**src/rtl/mult_div_unit_if.sv**
```systemverilog
// Handshake and result bundle between the control unit and mult_div_unit.
// The control unit is the master; the arithmetic block is the slave.
interface mult_div_unit_if #(
  parameter int DATA_W = 32
);
  logic              start;
  logic              op;
  logic [DATA_W-1:0] A;
  logic [DATA_W-1:0] B;
  logic              busy;
  logic              done;
  logic              div_zero;
  logic [DATA_W-1:0] HI;
  logic [DATA_W-1:0] LO;

  modport master (
    output start, op, A, B,
    input  busy, done, div_zero, HI, LO
  );

  modport slave (
    input  start, op, A, B,
    output busy, done, div_zero, HI, LO
  );
endinterface

```
**src/rtl/mult_div_unit.sv**
```systemverilog
// Multicycle signed MULT (radix-2 Booth) / DIV (restoring on magnitudes)
// responder writing HI/LO for mfhi/mflo.
module mult_div_unit #(
  parameter int DATA_W = 32
) (
  input logic            clk,
  input logic            reset,
  mult_div_unit_if.slave bus
);

  localparam int CW = $clog2(DATA_W);

  typedef enum logic [2:0] {
    IDLE,
    MULT_RUN,
    DIV_RUN,
    FINISH,
    DONE
  } state_e;

  state_e            state_q, state_d;
  logic [CW-1:0]     cnt_q, cnt_d;
  logic              op_q, op_d;
  logic              sa_q, sa_d;
  logic              sb_q, sb_d;
  logic              qm_q, qm_d;
  logic              dz_q, dz_d;
  logic [DATA_W-1:0] a_q, a_d;
  logic [DATA_W-1:0] b_q, b_d;
  logic [DATA_W-1:0] ph_q, ph_d;
  logic [DATA_W-1:0] pl_q, pl_d;
  logic [DATA_W-1:0] hi_q, hi_d;
  logic [DATA_W-1:0] lo_q, lo_d;

  logic [DATA_W-1:0] mag_a;
  logic [DATA_W-1:0] mag_b;
  logic [DATA_W:0]   booth_sum;
  logic [DATA_W:0]   rem_sh;
  logic [DATA_W+1:0] trial;

  always_comb begin
    state_d = state_q;
    cnt_d   = cnt_q;
    op_d    = op_q;
    sa_d    = sa_q;
    sb_d    = sb_q;
    qm_d    = qm_q;
    dz_d    = dz_q;
    a_d     = a_q;
    b_d     = b_q;
    ph_d    = ph_q;
    pl_d    = pl_q;
    hi_d    = hi_q;
    lo_d    = lo_q;

    mag_a = bus.A[DATA_W-1] ? -bus.A : bus.A;
    mag_b = bus.B[DATA_W-1] ? -bus.B : bus.B;

    // One guard bit keeps the -2^(W-1) * -2^(W-1) product exact.
    case ({pl_q[0], qm_q})
      2'b01:   booth_sum = {ph_q[DATA_W-1], ph_q}
                         + {a_q[DATA_W-1], a_q};
      2'b10:   booth_sum = {ph_q[DATA_W-1], ph_q}
                         - {a_q[DATA_W-1], a_q};
      default: booth_sum = {ph_q[DATA_W-1], ph_q};
    endcase

    rem_sh = {ph_q, pl_q[DATA_W-1]};
    trial  = {1'b0, rem_sh} - {2'b00, b_q};

    unique case (state_q)
      IDLE: begin
        if (bus.start) begin
          op_d  = bus.op;
          sa_d  = bus.A[DATA_W-1];
          sb_d  = bus.B[DATA_W-1];
          a_d   = bus.A;
          b_d   = bus.op ? mag_b : bus.B;
          ph_d  = '0;
          pl_d  = bus.op ? mag_a : bus.B;
          qm_d  = 1'b0;
          cnt_d = '0;
          dz_d  = 1'b0;
          if (!bus.op) begin
            state_d = MULT_RUN;
          end else if (bus.B == '0) begin
            state_d = DONE;
            dz_d    = 1'b1;
          end else begin
            state_d = DIV_RUN;
          end
        end
      end
      MULT_RUN: begin
        ph_d  = booth_sum[DATA_W:1];
        pl_d  = {booth_sum[0], pl_q[DATA_W-1:1]};
        qm_d  = pl_q[0];
        cnt_d = cnt_q + CW'(1);
        if (cnt_q == CW'(DATA_W-1)) state_d = FINISH;
      end
      DIV_RUN: begin
        if (!trial[DATA_W+1]) begin
          ph_d = trial[DATA_W-1:0];
          pl_d = {pl_q[DATA_W-2:0], 1'b1};
        end else begin
          ph_d = rem_sh[DATA_W-1:0];
          pl_d = {pl_q[DATA_W-2:0], 1'b0};
        end
        cnt_d = cnt_q + CW'(1);
        if (cnt_q == CW'(DATA_W-1)) state_d = FINISH;
      end
      FINISH: begin
        if (op_q) begin
          lo_d = (sa_q ^ sb_q) ? -pl_q : pl_q;
          hi_d = sa_q ? -ph_q : ph_q;
        end else begin
          hi_d = ph_q;
          lo_d = pl_q;
        end
        state_d = DONE;
      end
      DONE:    state_d = IDLE;
      default: state_d = IDLE;
    endcase
  end

  always_ff @(posedge clk or negedge reset) begin
    if (!reset) begin
      state_q <= IDLE;
      cnt_q   <= '0;
      op_q    <= 1'b0;
      sa_q    <= 1'b0;
      sb_q    <= 1'b0;
      qm_q    <= 1'b0;
      dz_q    <= 1'b0;
      a_q     <= '0;
      b_q     <= '0;
      ph_q    <= '0;
      pl_q    <= '0;
      hi_q    <= '0;
      lo_q    <= '0;
    end else begin
      state_q <= state_d;
      cnt_q   <= cnt_d;
      op_q    <= op_d;
      sa_q    <= sa_d;
      sb_q    <= sb_d;
      qm_q    <= qm_d;
      dz_q    <= dz_d;
      a_q     <= a_d;
      b_q     <= b_d;
      ph_q    <= ph_d;
      pl_q    <= pl_d;
      hi_q    <= hi_d;
      lo_q    <= lo_d;
    end
  end

  assign bus.busy     = (state_q != IDLE);
  assign bus.done     = (state_q == DONE);
  assign bus.div_zero = dz_q;
  assign bus.HI       = hi_q;
  assign bus.LO       = lo_q;

endmodule
```
**src/flat_wrapper.sv**
```systemverilog
// flat-port wrapper written by rule: the top's interface ports become plain ports
module mult_div_unit_flat 
#(
  parameter int DATA_W = 32
)
  (clk, reset, bus_start, bus_op, bus_A, bus_B, bus_busy, bus_done, bus_div_zero, bus_HI, bus_LO);
  mult_div_unit_if #(.DATA_W(DATA_W)) bus_i ();
  input logic clk;
  input logic reset;
  input wire logic [$bits(bus_i.start)-1:0] bus_start;
  input wire logic [$bits(bus_i.op)-1:0] bus_op;
  input wire logic [$bits(bus_i.A)-1:0] bus_A;
  input wire logic [$bits(bus_i.B)-1:0] bus_B;
  output wire logic [$bits(bus_i.busy)-1:0] bus_busy;
  output wire logic [$bits(bus_i.done)-1:0] bus_done;
  output wire logic [$bits(bus_i.div_zero)-1:0] bus_div_zero;
  output wire logic [$bits(bus_i.HI)-1:0] bus_HI;
  output wire logic [$bits(bus_i.LO)-1:0] bus_LO;
  assign bus_i.start = bus_start;
  assign bus_i.op = bus_op;
  assign bus_i.A = bus_A;
  assign bus_i.B = bus_B;
  assign bus_busy = bus_i.busy;
  assign bus_done = bus_i.done;
  assign bus_div_zero = bus_i.div_zero;
  assign bus_HI = bus_i.HI;
  assign bus_LO = bus_i.LO;
  mult_div_unit #(.DATA_W(DATA_W)) u_core (.clk(clk), .reset(reset), .bus(bus_i));
endmodule
```
**config.mk**
```make
export PLATFORM = sky130hd
export DESIGN_NAME = mult_div_unit_flat
export DESIGN_NICKNAME = d
export VERILOG_FILES = /design/src/rtl/mult_div_unit_if.sv /design/src/rtl/mult_div_unit.sv /design/src/flat_wrapper.sv
export SDC_FILE = /design/constraint.sdc
export NUM_CORES = 1
export LEC_CHECK = 0
export ABC_CLOCK_PERIOD_IN_PS = 5300
export CAP_MARGIN = 30
export CORE_ASPECT_RATIO = 0.6
export CORE_MARGIN = 2
export CORE_UTILIZATION = 57
export CTS_BUF_LIST = sky130_fd_sc_hd__clkbuf_4 sky130_fd_sc_hd__clkbuf_8
export CTS_CLUSTER_DIAMETER = 50
export CTS_CLUSTER_SIZE = 28
export DETAILED_ROUTE_END_ITERATION = 12
export GPL_ROUTABILITY_DRIVEN = 0
export PLACE_DENSITY = 0.85
export SLEW_MARGIN = 20
export SYNTH_ARGS = -nofsm -noshare
export SYNTH_HDL_FRONTEND = slang
export SYNTH_SLANG_ARGS = --single-unit
```
**constraint.sdc**
```tcl
create_clock -name clk -period 5.3 [get_ports clk]
set_clock_uncertainty 0.2 [all_clocks]
set_input_delay 0.795 -clock clk [delete_from_list [all_inputs] [get_ports clk]]
set_output_delay 0.795 -clock clk [all_outputs]
set_load 0.02 [all_outputs]
```
== Yosys cells after proc, flatten, opt, wreduce, memory -nomap -nowiden ==
Cells that the tools add are included.

* Logic and storage cells: 72
* Bits of input ports: 68
* Output and inout port bits: 67
* Flip-flop bits (word level): 205

* Add/sub/neg operators: 8
* Reductions and logical operators: 13
* Bitwise gates (word level): 1
* Eq/ne operators: 10
* Mux-type cells: 26

{| class="wikitable"
|+ Operators with widths
! operator !! number
|-
| $mux 32 || 11
|-
| $pmux 32 s3 || 2
|-
| $neg 32->32 || 4
|-
| $pmux 33 s2 || 1
|-
| $sub 33x32->34 || 1
|-
| $add 32x32->33 || 1
|-
| $sub 32x32->33 || 1
|-
| $logic_not 32->1 || 1
|-
| $mux 3 || 4
|-
| $pmux 5 s2 || 1
|-
| $reduce_and 2->1 || 5
|-
| $pmux 3 s3 || 1
|-
| $eq 3x2->1 const B || 2
|-
| $reduce_bool 3->1 || 2
|-
| $add 5x1->5 const B || 1
|-
| $eq 5x5->1 const B || 1
|-
| $mux 5 || 1
|-
| $mux 1 || 4
|-
| $reduce_bool 2->1 || 2
|-
| $eq 3x1->1 const B || 1
|-
| $eq 3x3->1 const B || 1
|-
| $logic_not 3->1 || 1
|-
| $ne 3x3->1 const B || 1
|-
| $reduce_and 3->1 || 1
|-
| 7 further kinds || 7
|}

== Longest topological paths before layout ==
Gate-level depths: netlist (run 1).

* Depth in word-level cells: 5
* Depth in mapped cells: 22
* Gate-level depth less buffers: 21

== Least setup slack after synthesis (run 1) ==
Ideal clock, no wire load.

* Path kind: flip-flop to flip-flop
* Start: register u_core.a_q[9]
* End: register u_core.ph_q[31]
* Path buffers: 1
* Setup slack: 0.454 ns
* Clock period less this slack: 4.846 ns
* Data required time: 4.974 ns
* Stages on the path, launching flop included: 22
* Data arrival time: 4.520 ns
* Setup time: 0.126 ns
* Cell sequence: dfrtp_1 > or4_1 > inv_1 > nand2_1 > nor3_1 > a21oi_1 > a21oi_1 > o21ai_0 > xnor2_1 > ha_1 > clkbuf_1 > a21o_1 > a21o_1 > a21o_1 > a21oi_1 > o21ai_0 > or4_1 > o21ai_1 > a21oi_2 > xor2_1 > mux2_4 > a221o_1

* Cells in the longest elaborated chain, start to end: 3
* Elaborated cells on any way between the ends: 4
* Those cells by class: 2 x add/sub; 2 x mux

{| class="wikitable"
|+ RTL lines
! what !! RTL line !! RTL
|-
| start: declaration || mult_div_unit.sv:28 || <nowiki>logic [DATA_W-1:0] a_q, a_d;</nowiki>
|-
| start signal: assignment || mult_div_unit.sv:136 || <nowiki>a_q <= '0;</nowiki>
|-
| start signal: assignment || mult_div_unit.sv:150 || <nowiki>a_q <= a_d;</nowiki>
|-
| $sub 32x32->33 or $add 32x32->33 (tied branches) || mult_div_unit.sv:64, mult_div_unit.sv:62 ||
|-
| $pmux 33 s2 * || mult_div_unit.sv:60 || <nowiki>case ({pl_q[0], qm_q})</nowiki>
|-
| $pmux 32 s3 * || mult_div_unit.sv:71 || <nowiki>unique case (state_q)</nowiki>
|-
| end signal: assignment || mult_div_unit.sv:152 || <nowiki>ph_q <= ph_d;</nowiki>
|-
| end: declaration || mult_div_unit.sv:30 || <nowiki>logic [DATA_W-1:0] ph_q, ph_d;</nowiki>
|}

Every way passes the cells marked *; elsewhere a longest branch is shown, timed or not.
A chain may end at the register's enable or synchronous reset.

== Final worst setup path (run 1) ==
* Start: register u_core.a_q[1]
* End: register u_core.ph_q[31]

The elaborated chain is that of the path after synthesis.

==> reports/qor.txt, run 1 <==
DIE AREA: 28,350 um2
Root Buffer: clkbuf_8
DP Wirelength: 33,700 um
antenna violations before repair: 1
Fin. Hold Viols: 31
final slew viol count: 0
FP Rows: 46
RR Endpoint: u_core.ph_q[31]$_DFFE_PN0P_
Mapped Cells: 1,929
switch share: 52.10%
crit-path cells: inv_1 > ha_1 > nand2_1 > or4_1 > o41ai_1 > xor2_1 > ha_1 > and3_1 > a221o_1 > a21oi_2 > a21boi_2 > a221oi_2 > o21a_2 > o211a_4 > a21oi_2 > xor2_1 > mux2_4 > a221o_1
CTS H-tree lvls: 1
Top FF cell, synth: dfrtp_1
Ys Warns: 0
Rel. slew slack: 32.08%
Vert. Die Dim: 131.2 um
number of setup violations in the final report: 0
TNS Setup: 0 ns
Critical-path top delay cell: or4_1
synth unique cells: 77
DRT Pass-1 Iters: 6
Post-CTS Setup Inserts: 0
CTS max path bufs: 3
total CTS buffers: 18
post-synth top area cell: dfrtp_1
GRT Util Overall: 31.06%
largest cells by area after synthesis: dfrtp_1, nand2_1, o21ai_0, xnor2_1, ha_1
I/O Buffers: 134
CP endpoint kind: register
Int Power: 6.192 mW
pin count of the biggest net entering global routing: 119
DR vias: 14,990
fmax: 196.3 MHz
Reg clk slew, reported paths: 0.12 ns
r2r setup slk: 0.21 ns
power per standard cell area: 743.9 nW/um2
Initial Util: 58.08%
CP startpoint: u_core.a_q[1]$_DFFE_PN0P_
Post-Syn Area: 15,380 um2
failing checks: negative hold slack
Mapped Nets: 2,072
overall routed net length: 45,210 um
DRT iter0 DRCs: 1,661
worst reg2reg path startpoint: u_core.a_q[1]$_DFFE_PN0P_
GR Overflow Total: 0
average vias per placed instance: 6.360
vias in the first global route: 13,990
Comb power frac: 67.9%
worst reg2reg path depth: 18
Sw Pwr: 6.735 mW
Seq pwr share: 24.1%
Max IR drop VDD: 493.6 uV
Chip Width: 216.0 um
Max Fanout on Critical Path: 5
total clock sinks: 204
post-synthesis sequential area ratio: 33.20%
Top Ports: 135
Avg WL per Cell: 19.18 um
Syn Area/Cell: 7.972 um2
synthesized flop and latch total: 204
total power: 12.93 mW
P_leak: 7.443 nW
min Tclk post-route: 5.093 ns
CTS tree: built
CP Depth: 18
worst skew pair latency: 0.58 ns
CP bufs+invs: 1
clock share of power: 7.9%
DRC viols: 0
EDFF count, synth: 0
worst slew pin tran: 1.015 ns
Final period util: 96.10%
post-route ant nets: 0
CP max stage delay: 0.54 ns
Setup crit start kind: register
maxcap violations: 0
WP data arrival: 5.37 ns
share of cells above drive strength 1: 4.659%
Hold Crit Class: in -> async
Nets: 2,128
WHS: -0.02524 ns
CP endpoint: u_core.ph_q[31]$_DFFE_PN0P_
Core ar.: 26,480 um2
Area growth syn-to-layout: 13.01%
CP top delay family: compound AO/OA/AOI/OAI gates
asr flop ratio synth: 100.0%
RSZ-0062 raised after global routing: false
first-pass GRT wire length: 72,440 um
status: finished with violations
share of the synthesized area in the top cell type: 33.20%
Worst Path Required: 5.57 ns
Setup CP Type: reg -> reg
[stage by stage]
| stage | std cells | hold WS (ns) | worst slack (ns) | cell area, um2 | util [%] |
|---|---|---|---|---|---|
| after floorplan | 1929 | 0.2498 | 0.4542 | 15380 | - |
| after global placement | 2319 | 0.2534 | 0.3346 | 16880 | 63.77 |
| after detailed placement | 2321 | 0.2675 | 0.2007 | 16910 | 63.87 |
| after CTS | 2352 | 0.1834 | 0.2018 | 17290 | 65.29 |
| after global routing | 2356 | 0.001815 | 0.004198 | 17380 | 65.63 |
| final | 2357 | -0.02524 | 0.2065 | 17380 | 65.64 |
[routing by layer]
metal / vias up / GRT usage [%] / part of all wire (%)
met1: 7201 / 45.82 / 44
met3: 94 / 8.009 / 11
met5: - / 0 / 0
met4: 0 / 8.409 / 2.4
li1: 6921 / - / -
met2: 775 / 44.89 / 43
[area by class of cell]
cell class	instances	area (um2)
diodes	1	2.502
clock inverters	10	93.84
well taps	360	450.4
clock buffers	21	282.8
multi-input cells	1532	9600
fillers	2175	9097
flip-flops and latches	204	5105
repair buffers	157	1573
inverters	72	270.3
[how the worst min path moves through the flow]
stage / to / slack, ns / cells after the start
after floorplan: u_core.b_q[10]$_DFFE_PN0P_ / 0.25 / 2
after global placement: u_core.bus.div_zero$_DFFE_PN0P_ / 0.25 / 2
after detailed placement: u_core.bus.div_zero$_DFFE_PN0P_ / 0.27 / 2
after CTS: u_core.bus.HI[31]$_DFFE_PN0N_ / 0.18 / 1
after global routing: u_core.bus.HI[31]$_DFFE_PN0N_ / 0.002 / 1
final: u_core.bus.HI[31]$_DFFE_PN0N_ / -0.03 / 1
[timing repair]
action | in CTS | in global routing
endpoints found under the setup margin | 0 | 3
hold buffers | 0 | 0
endpoints found under the hold margin | 0 | 0
gates resized for setup | 0 | 4
[cell usage after synthesis (19+ instances only)]
cell,instances
a211oi_1,35
a21o_1,32
a21oi_1,125
a221oi_1,32
a22oi_1,21
clkbuf_1,109
dfrtp_1,204
ha_1,73
inv_1,71
nand2_1,316
nand2b_1,24
nor2_1,149
nor3_1,36
nor4_1,20
o21ai_0,209
o21ai_1,19
o31ai_1,23
xnor2_1,110
xor2_1,95
[power by group through the flow]
stage          logic [mW]  clock network (mW)  registers, mW
6_report             8.78                1.03           3.12
5_1_grt              9.61                1.09           3.20
4_1_cts              8.56                1.03           3.08
3_5_place_dp         8.49                   0           3.11
3_3_place_gp         8.14                   0           3.07
2_1_floorplan        6.27                   0           3.00
[registers in the layout, indices dropped and copies added (netlist names)]
name                 count
u_core.a_q              32
u_core.sb_q              1
u_core.b_q              32
u_core.op_q              1
u_core.pl_q             32
u_core.bus.LO           32
u_core.state_q           3
u_core.bus.HI           32
u_core.cnt_q             5
u_core.ph_q             32
u_core.qm_q              1
u_core.bus.div_zero      1
[cell usage in the layout (no fill, tap or decap), types with 8 or more instances in the layout]
| cell type | instances |
|---|---|
| clkbuf_8 | 22 |
| a21oi_1 | 125 |
| o31ai_1 | 22 |
| nor2_1 | 149 |
| nand2_1 | 315 |
| nor3_1 | 33 |
| xnor2_1 | 110 |
| a221oi_1 | 32 |
| clkdlybuf4s50_1 | 132 |
| a21o_1 | 32 |
| and2_1 | 9 |
| xor2_1 | 95 |
| nand3_1 | 15 |
| o21bai_1 | 12 |
| nor4_1 | 18 |
| o21ai_1 | 19 |
| buf_4 | 16 |
| nand2b_1 | 24 |
| or4_1 | 12 |
| o21ai_0 | 209 |
| o211ai_1 | 11 |
| a22oi_1 | 21 |
| dfrtp_1 | 204 |
| mux2i_1 | 8 |
| o41ai_1 | 15 |
| ha_1 | 73 |
| and3_1 | 11 |
| a31oi_1 | 13 |
| inv_1 | 71 |
| a211oi_1 | 35 |
[cells by family (layout without fill, tap and decap cells)]
group / after synthesis / after routing / synth area share (%)
flops: 204 / 204 / 33.20
simple gates: 640 / 640 / 18.67
buf+inv: 193 / 260 / 4.809
xor+xnor: 205 / 205 / 11.68
mux: 11 / 11 / 0.7648
other cells: 0 / 1 / 0
compound gates: 601 / 601 / 24.68
fa+ha+maj: 75 / 75 / 6.200
Note: power is estimated with default switching activity, not from simulation.
==> run 2, diff against run 1 <==
ABC_AREA = 1   (was unset)
CORE_UTILIZATION = 35   (was 57)
PLACE_DENSITY = 0.58   (was 0.85)
==> run 2 against run 1 <==
The flow now finishes without violations. Fmax grew 25%. Die area grew 87%. Area after synthesis grew 16%. Worst setup slack gained 1.0 ns. Critical path depth grew 1. Worst hold slack gained 0.081 ns. Clock-buffer cell count grew 6. Register-to-register slack gained 1.0 ns. First-iteration DRC count grew 64%. Sequential share of layout area shrank 4.4 points. Routed wire length grew 56%. Critical path type unchanged.
==> reports/qor.txt, run 2 <==
status: finished clean (was finished with violations)
Rel. slew slack: 34.18% (was 32.08%)
Hold Crit Class: in -> async (unchanged)
sequential cell area: 5105 um2 (unchanged)
share of the synthesized area in the top cell type: 28.54% (was 33.20%)
Worst Path Required: 5.57 ns (about the same)
antenna violations before repair: 2 (was 1)
FP Rows: 64 (was 46)
Avg WL per Cell: 19.94 um (was 19.18 um)
hold_buf cts: 0 (unchanged)
GR Overflow Total: 0 (unchanged)
min Tclk post-route: 4.067 ns (was 5.093 ns)
vias in the first global route: 17,070 (was 13,990)
Core ar.: 50,690 um2 (was 26,480 um2)
Chip Width: 295.9 um (was 216.0 um)
worst reg2reg path depth: 19 (was 18)
Vert. Die Dim: 179.1 um (was 131.2 um)
Fin. Hold Viols: 0 (was 31)
Initial Util: 35.29% (was 58.08%)
CP endpoint kind: register (unchanged)
Setup crit start kind: register (unchanged)
Reg clk slew, reported paths: 0.10 ns (was 0.12 ns)
post-route ant nets: 0 (unchanged)
multi-input logic area: 10,910 um2 (was 9600 um2)
dpl ws: 1.381 ns (was 0.2007 ns)
Top FF cell, synth: dfrtp_1 (unchanged)
fmax: 245.9 MHz (was 196.3 MHz)
most common cell in the netlist: nand2_1 (unchanged)
pin count of the biggest net entering global routing: 89 (was 119)
post-synth top area cell: dfrtp_1 (unchanged)
DRC viols: 0 (unchanged)
largest cells by area after synthesis: dfrtp_1, nand2_1, inv_1, nand3_1, o21ai_0 (was dfrtp_1, nand2_1, o21ai_0, xnor2_1, ha_1)
DR vias: 19,290 (was 14,990)
worst slew pin tran: 0.9769 ns (was 1.015 ns)
most frequent cells in the layout: nand2_1, inv_1, nor2_1 (was nand2_1, o21ai_0, dfrtp_1)
Ys Warns: 0 (unchanged)
Syn Area/Cell: 6.523 um2 (was 7.972 um2)
fillcell total: 5,386 (was 2,175)
maxcap violations: 0 (unchanged)
CTS max path bufs: 3 (unchanged)
worst skew pair latency: 0.62 ns (was 0.58 ns)
first-pass GRT wire length: 105,300 um (was 72,440 um)
Max Fanout on Critical Path: 18 (was 5)
CP endpoint: u_core.ph_q[29]$_DFFE_PN0P_ (was u_core.ph_q[31]$_DFFE_PN0P_)
DP Wirelength: 57,320 um (was 33,700 um)
total clock sinks: 204 (unchanged)
DRT iter0 DRCs: 2,723 (was 1,661)
TNS Setup: 0 ns (unchanged)
leading cell types by count after synthesis: nand2_1, inv_1, nor2_1, nand3_1, dfrtp_1 (was nand2_1, o21ai_0, dfrtp_1, nor2_1, a21oi_1)
post_cts resized: 0 (unchanged)
Root Buffer: clkbuf_8 (unchanged)
r2r setup slk: 1.23 ns (was 0.21 ns)
DRT Pass-1 Iters: 7 (was 6)
EDFF count, synth: 0 (unchanged)
Post-CTS Setup Inserts: 0 (unchanged)
Final period util: 76.73% (was 96.10%)
I/O Buffers: 134 (unchanged)
Nets: 2,974 (was 2,128)
post-route setup slack: 1.233 ns (was 0.2065 ns)
DIE AREA: 52,990 um2 (was 28,350 um2)
number of setup violations in the final report: 0 (unchanged)
final slew viol count: 0 (unchanged)
worst reg2reg path startpoint: u_core.qm_q$_DFFE_PN0P_ (was u_core.a_q[1]$_DFFE_PN0P_)
overall routed net length: 70,640 um (was 45,210 um)
Post-Syn Area: 17,890 um2 (was 15,380 um2)
Area growth syn-to-layout: 14.32% (was 13.01%)
WHS: 0.05553 ns (was -0.02524 ns)
WP data arrival: 4.34 ns (was 5.37 ns)
share of cells above drive strength 1: 6.002% (was 4.659%)
Mapped Cells: 2,742 (was 1,929)
synthesized flop and latch total: 204 (unchanged)
CTS H-tree lvls: 1 (unchanged)
GRT Util Overall: 26.18% (was 31.06%)
synth unique cells: 59 (was 77)
Setup CP Type: reg -> reg (unchanged)
post-synthesis sequential area ratio: 28.54% (was 33.20%)
Top Ports: 135 (unchanged)
Mapped Nets: 2,885 (was 2,072)
average vias per placed instance: 5.444 (was 6.360)
CP startpoint: u_core.qm_q$_DFFE_PN0P_ (was u_core.a_q[1]$_DFFE_PN0P_)
RSZ-0062 raised after global routing: false (unchanged)
total CTS buffers: 24 (was 18)
CTS tree: built (unchanged)
most common cell after layout, fill and taps aside: nand2_1 (unchanged)
asr flop ratio synth: 100.0% (unchanged)
RR Endpoint: u_core.ph_q[29]$_DFFE_PN0P_ (was u_core.ph_q[31]$_DFFE_PN0P_)
[run 2: changes by cell type in the layout (fill, tap and decap cells not counted), sizes merged, moves of 34 or more]
cell	delta
a211oi	-34
nor2	+120
nand2	+442
xnor2	-84
inv	+302
a21oi	+39
nand3	+211
[run 2: logic make-up (layout without fill, tap and decap cells)]
logic type	Yosys count	in the layout	share of synthesized area, %
xor gates and xnor gates	108	108	5.288
buffers and inverters	468	575	10.56
other	0	1	0
and+or+nand+nor	1361	1361	32.78
DFF	204	204	28.54
adders and majority gates	75	75	5.330
AOI/OAI and AO/OA	526	526	17.50
[run 2: worst min-delay path by stage]
stage,from,slack [ns],to
after floorplan,u_core.cnt_q[2]$_DFFE_PN0P_,0.25,u_core.cnt_q[2]$_DFFE_PN0P_
after global placement,u_core.bus.LO[30]$_DFFE_PN0N_,0.26,u_core.bus.LO[30]$_DFFE_PN0N_
after detailed placement,u_core.bus.HI[20]$_DFFE_PN0N_,0.27,u_core.bus.HI[20]$_DFFE_PN0N_
after CTS,reset,0.06,u_core.bus.HI[13]$_DFFE_PN0N_
after global routing,reset,0.09,u_core.bus.HI[26]$_DFFE_PN0N_
final,reset,0.06,u_core.bus.HI[30]$_DFFE_PN0N_
[run 2: final cells by class]
cell class                      count  share of cell area [%]
Clock buffer                       27                   1.787
Tap cell                          693                   4.240
Multi-Input combinational cell   2070                   53.33
Clock inverter                     17                   1.156
Antenna cell                        1                 0.01224
Inverter                          372                   6.853
Timing Repair Buffer              159                   7.655
Sequential cell                   204                   24.96
[run 2: worst max-delay path, cell delays in order (launching register included)]
cell,delay [ns]
dfrtp_1,0.42
inv_1,0.07
ha_1,0.13
buf_4,0.22
clkinv_1,0.46
o21ai_2,0.22
o21ai_1,0.16
nor2_1,0.22
o21ai_0,0.15
xor2_1,0.17
ha_1,0.37
nand2_1,0.12
o21ai_0,0.42
nand2_1,0.09
nand2_1,0.08
a21oi_1,0.05
nand3_1,0.08
nand3_1,0.13
nand2_1,0.10
nand3_1,0.07
[run 2: metrics by stage]
step | utilization [%] | area, um2 | std cells
global placement | 39.09 | 19820 | 3497
finish | 40.34 | 20450 | 3543
global route | 40.34 | 20450 | 3542
floorplan | - | 17890 | 2742
CTS | 40.34 | 20450 | 3542
detailed placement | 39.15 | 19840 | 3498
[run 2: layer usage]
metal	part of all wire, %	GRT usage [%]	vias to the layer above
met4	1.1	3.278	2
li1	-	-	9139
met2	35	31.59	1058
met3	15	9.843	57
met1	49	42.50	9031
met5	0.011	0	-
Power of run 2 is left out: the tool's default activity adds up to more than one toggle a clock period on the data nets, which glitch-free logic cannot reach.
==> run 3, diff against run 2 <==
ABC_CLOCK_PERIOD_IN_PS = 3520   (was 5300)
PLACE_DENSITY = 0.6   (was 0.58)
clock period = 3.52 ns   (was 5.3 ns; I/O delays follow)
==> run 3 against run 2 <==
The flow now finishes with violations (negative setup slack). Cell area increased by 4.9%. Global-route usage grew 0.15 points. Highest routed layer unchanged. Critical endpoint is now u_core.ph_q[26]$_DFFE_PN0P_. Critical path depth increased by 3. Worst hold slack gained 0.16 ns. Register-to-register slack lost 1.3 ns. Fmax up 13%. Clock-buffer cell count decreased by 5. Utilization rose by 2.0 points. First-iteration DRC count increased by 4.2%. Final cell count is 2.1% higher.
==> reports/qor.txt, run 3 (synthesis gave the netlist of run 2 again) <==
failing checks: negative setup slack
Nets: 3,055 (was 2,974)
DRT iter0 DRCs: 2,838 (was 2,723)
Chip Width: 295.9 um (unchanged)
RSZ-0062 raised after global routing: true (was false)
average vias per placed instance: 5.510 (was 5.444)
vias in the first global route: 17,330 (was 17,070)
CP startpoint: u_core.a_q[1]$_DFFE_PN0P_ (was u_core.qm_q$_DFFE_PN0P_)
final slew viol count: 0 (unchanged)
status: finished with violations (was finished clean)
GR Overflow Total: 0 (unchanged)
dpl ws: -0.2260 ns (was 1.381 ns)
CTS tree: built (unchanged)
CTS H-tree lvls: 1 (unchanged)
Setup CP Type: reg -> reg (unchanged)
most common cell after layout, fill and taps aside: nand2_1 (unchanged)
CP endpoint kind: register (unchanged)
maxcap violations: 0 (unchanged)
Reg clk slew, reported paths: 0.11 ns (was 0.10 ns)
Setup crit start kind: register (unchanged)
Fin. Hold Viols: 0 (unchanged)
worst slew pin tran: 0.9294 ns (was 0.9769 ns)
Hold Crit Class: in -> async (unchanged)
final non-filler cell total: 3,619 (was 3,543)
Root Buffer: clkbuf_8 (unchanged)
DRC viols: 0 (unchanged)
DP Wirelength: 58,570 um (was 57,320 um)
WP data arrival: 3.83 ns (was 4.34 ns)
worst skew pair latency: 0.64 ns (was 0.62 ns)
min Tclk post-route: 3.587 ns (was 4.067 ns)
CP max stage delay: 0.41 ns (was 0.46 ns)
dpl cell area: 20,390 um2 (was 19,840 um2)
Vert. Die Dim: 179.1 um (unchanged)
post-placement cell count: 3,569 (was 3,498)
antenna violations before repair: 2 (unchanged)
total CTS buffers: 21 (was 24)
number of setup violations in the final report: 6 (was 0)
pin count of the biggest net entering global routing: 85 (was 89)
I/O Buffers: 134 (unchanged)
overall routed net length: 72,510 um (was 70,640 um)
total clock sinks: 204 (unchanged)
Top Ports: 135 (unchanged)
r2r setup slk: -0.07 ns (was 1.23 ns)
Final period util: 101.9% (was 76.73%)
fillcell total: 5,260 (was 5,386)
first-pass GRT wire length: 105,800 um (was 105,300 um)
DIE AREA: 52,990 um2 (unchanged)
Worst Path Required: 3.76 ns (was 5.57 ns)
Avg WL per Cell: 20.04 um (was 19.94 um)
fmax: 278.8 MHz (was 245.9 MHz)
post-route ant nets: 0 (unchanged)
FP Rows: 64 (unchanged)
Area growth syn-to-layout: 19.97% (was 14.32%)
CP bufs+invs: 4 (was 3)
post-route setup slack: -0.06670 ns (was 1.233 ns)
DR vias: 19,940 (was 19,290)
GRT Util Overall: 26.34% (was 26.18%)
WHS: 0.2119 ns (was 0.05553 ns)
most frequent cells in the layout: nand2_1, inv_1, nor2_1 (unchanged)
CP top delay family: simple AND/OR/NAND/NOR gates (was compound AO/OA/AOI/OAI gates)
worst reg2reg path startpoint: u_core.a_q[1]$_DFFE_PN0P_ (was u_core.qm_q$_DFFE_PN0P_)
Core ar.: 50,690 um2 (unchanged)
DRT Pass-1 Iters: 7 (unchanged)
Critical-path top delay cell: dfrtp_1 (was clkinv_1)
share of cells above drive strength 1: 12.13% (was 6.002%)
crit-path cells: inv_2 > ha_4 > inv_2 > nor3_4 > nand2_2 > inv_2 > nand2_2 > nor3_2 > nand2_2 > o31ai_2 > xor2_1 > ha_1 > buf_6 > nand2_4 > o21ai_2 > a21o_1 > nor2_2 > nand2_1 > nand2_1 > nand3_1 > nand2_1 > nand3_1 (was inv_1 > ha_1 > buf_4 > clkinv_1 > o21ai_2 > o21ai_1 > nor2_1 > o21ai_0 > xor2_1 > ha_1 > nand2_1 > o21ai_0 > nand2_1 > nand2_1 > a21oi_1 > nand3_1 > nand3_1 > nand2_1 > nand3_1)
Initial Util: 35.29% (unchanged)
Rel. slew slack: 37.97% (was 34.18%)
CTS max path bufs: 3 (unchanged)
Max Fanout on Critical Path: 4 (was 18)
Antenna diodes: 0 (was 1)
Final Instance Area: 21,460 um2 (was 20,450 um2)
==> run 3: cell types whose count changed in the layout (fill, tap and decap cells not counted), moves of 8 or more <==
cell and delta:
nand2_2 +28, nor2_2 +12, nand3_1 -8, buf_4 +78
nand2_1 -29, o21ai_1 +9, a21oi_1 -21, a21oi_2 +19
o21ai_0 -18, nor2_1 -18
==> run 3: per-stage QoR <==
| step | setup TNS (ns) | util (%) |
|---|---|---|
| after floorplan | 0 | - |
| after global routing | -2.233 | 42.34 |
| after detailed placement | -0.2715 | 40.24 |
| after CTS | 0 | 41.28 |
| after global placement | -0.2234 | 40.24 |
| final | -0.2697 | 42.34 |
==> run 3: path summary, 6_finish.rpt <==
check,endpoint,depth (start not counted)
max in group asynchronous,u_core.pl_q[7]$_DFFE_PN0P_,3
worst min register to register,u_core.bus.LO[19]$_DFFE_PN0N_,2
worst max-delay path,u_core.ph_q[26]$_DFFE_PN0P_,22
worst min-delay path,u_core.bus.HI[19]$_DFFE_PN0N_,2
worst max register to register,u_core.ph_q[26]$_DFFE_PN0P_,22
min in group clk,u_core.bus.LO[19]$_DFFE_PN0N_,2
==> run 3: final cells by class <==
cell class              instances  area [um2]  share of cell area, %
flip-flops and latches        204        5106                  23.79
inverters                     372        1401                  6.530
repair buffers                243        2227                  10.38
well taps                     693       867.1                  4.041
clock buffers                  22       302.8                  1.411
clock inverters                15       183.9                 0.8571
multi-input cells            2070       11370                  52.99
==> run 3: routing by layer <==
layer,global-route usage [%],share of wire [%],vias to the layer above
met5,0,0.018,-
met4,3.469,1.4,2
met3,10.62,16,83
met2,31.65,35,1207
met1,42.36,48,9351
li1,-,-,9297
==> run 3: what timing repair did <==
item / 4_1_cts / 5_1_grt
endpoints found under the hold margin: 44 / 0
resized for setup: 10 / 135
setup endpoints to repair: 6 / 23
pin swaps: 3 / 51
setup buffers: 0 / 12
hold buffers: 1 / 0
Power of run 3 is left out for the same reason.
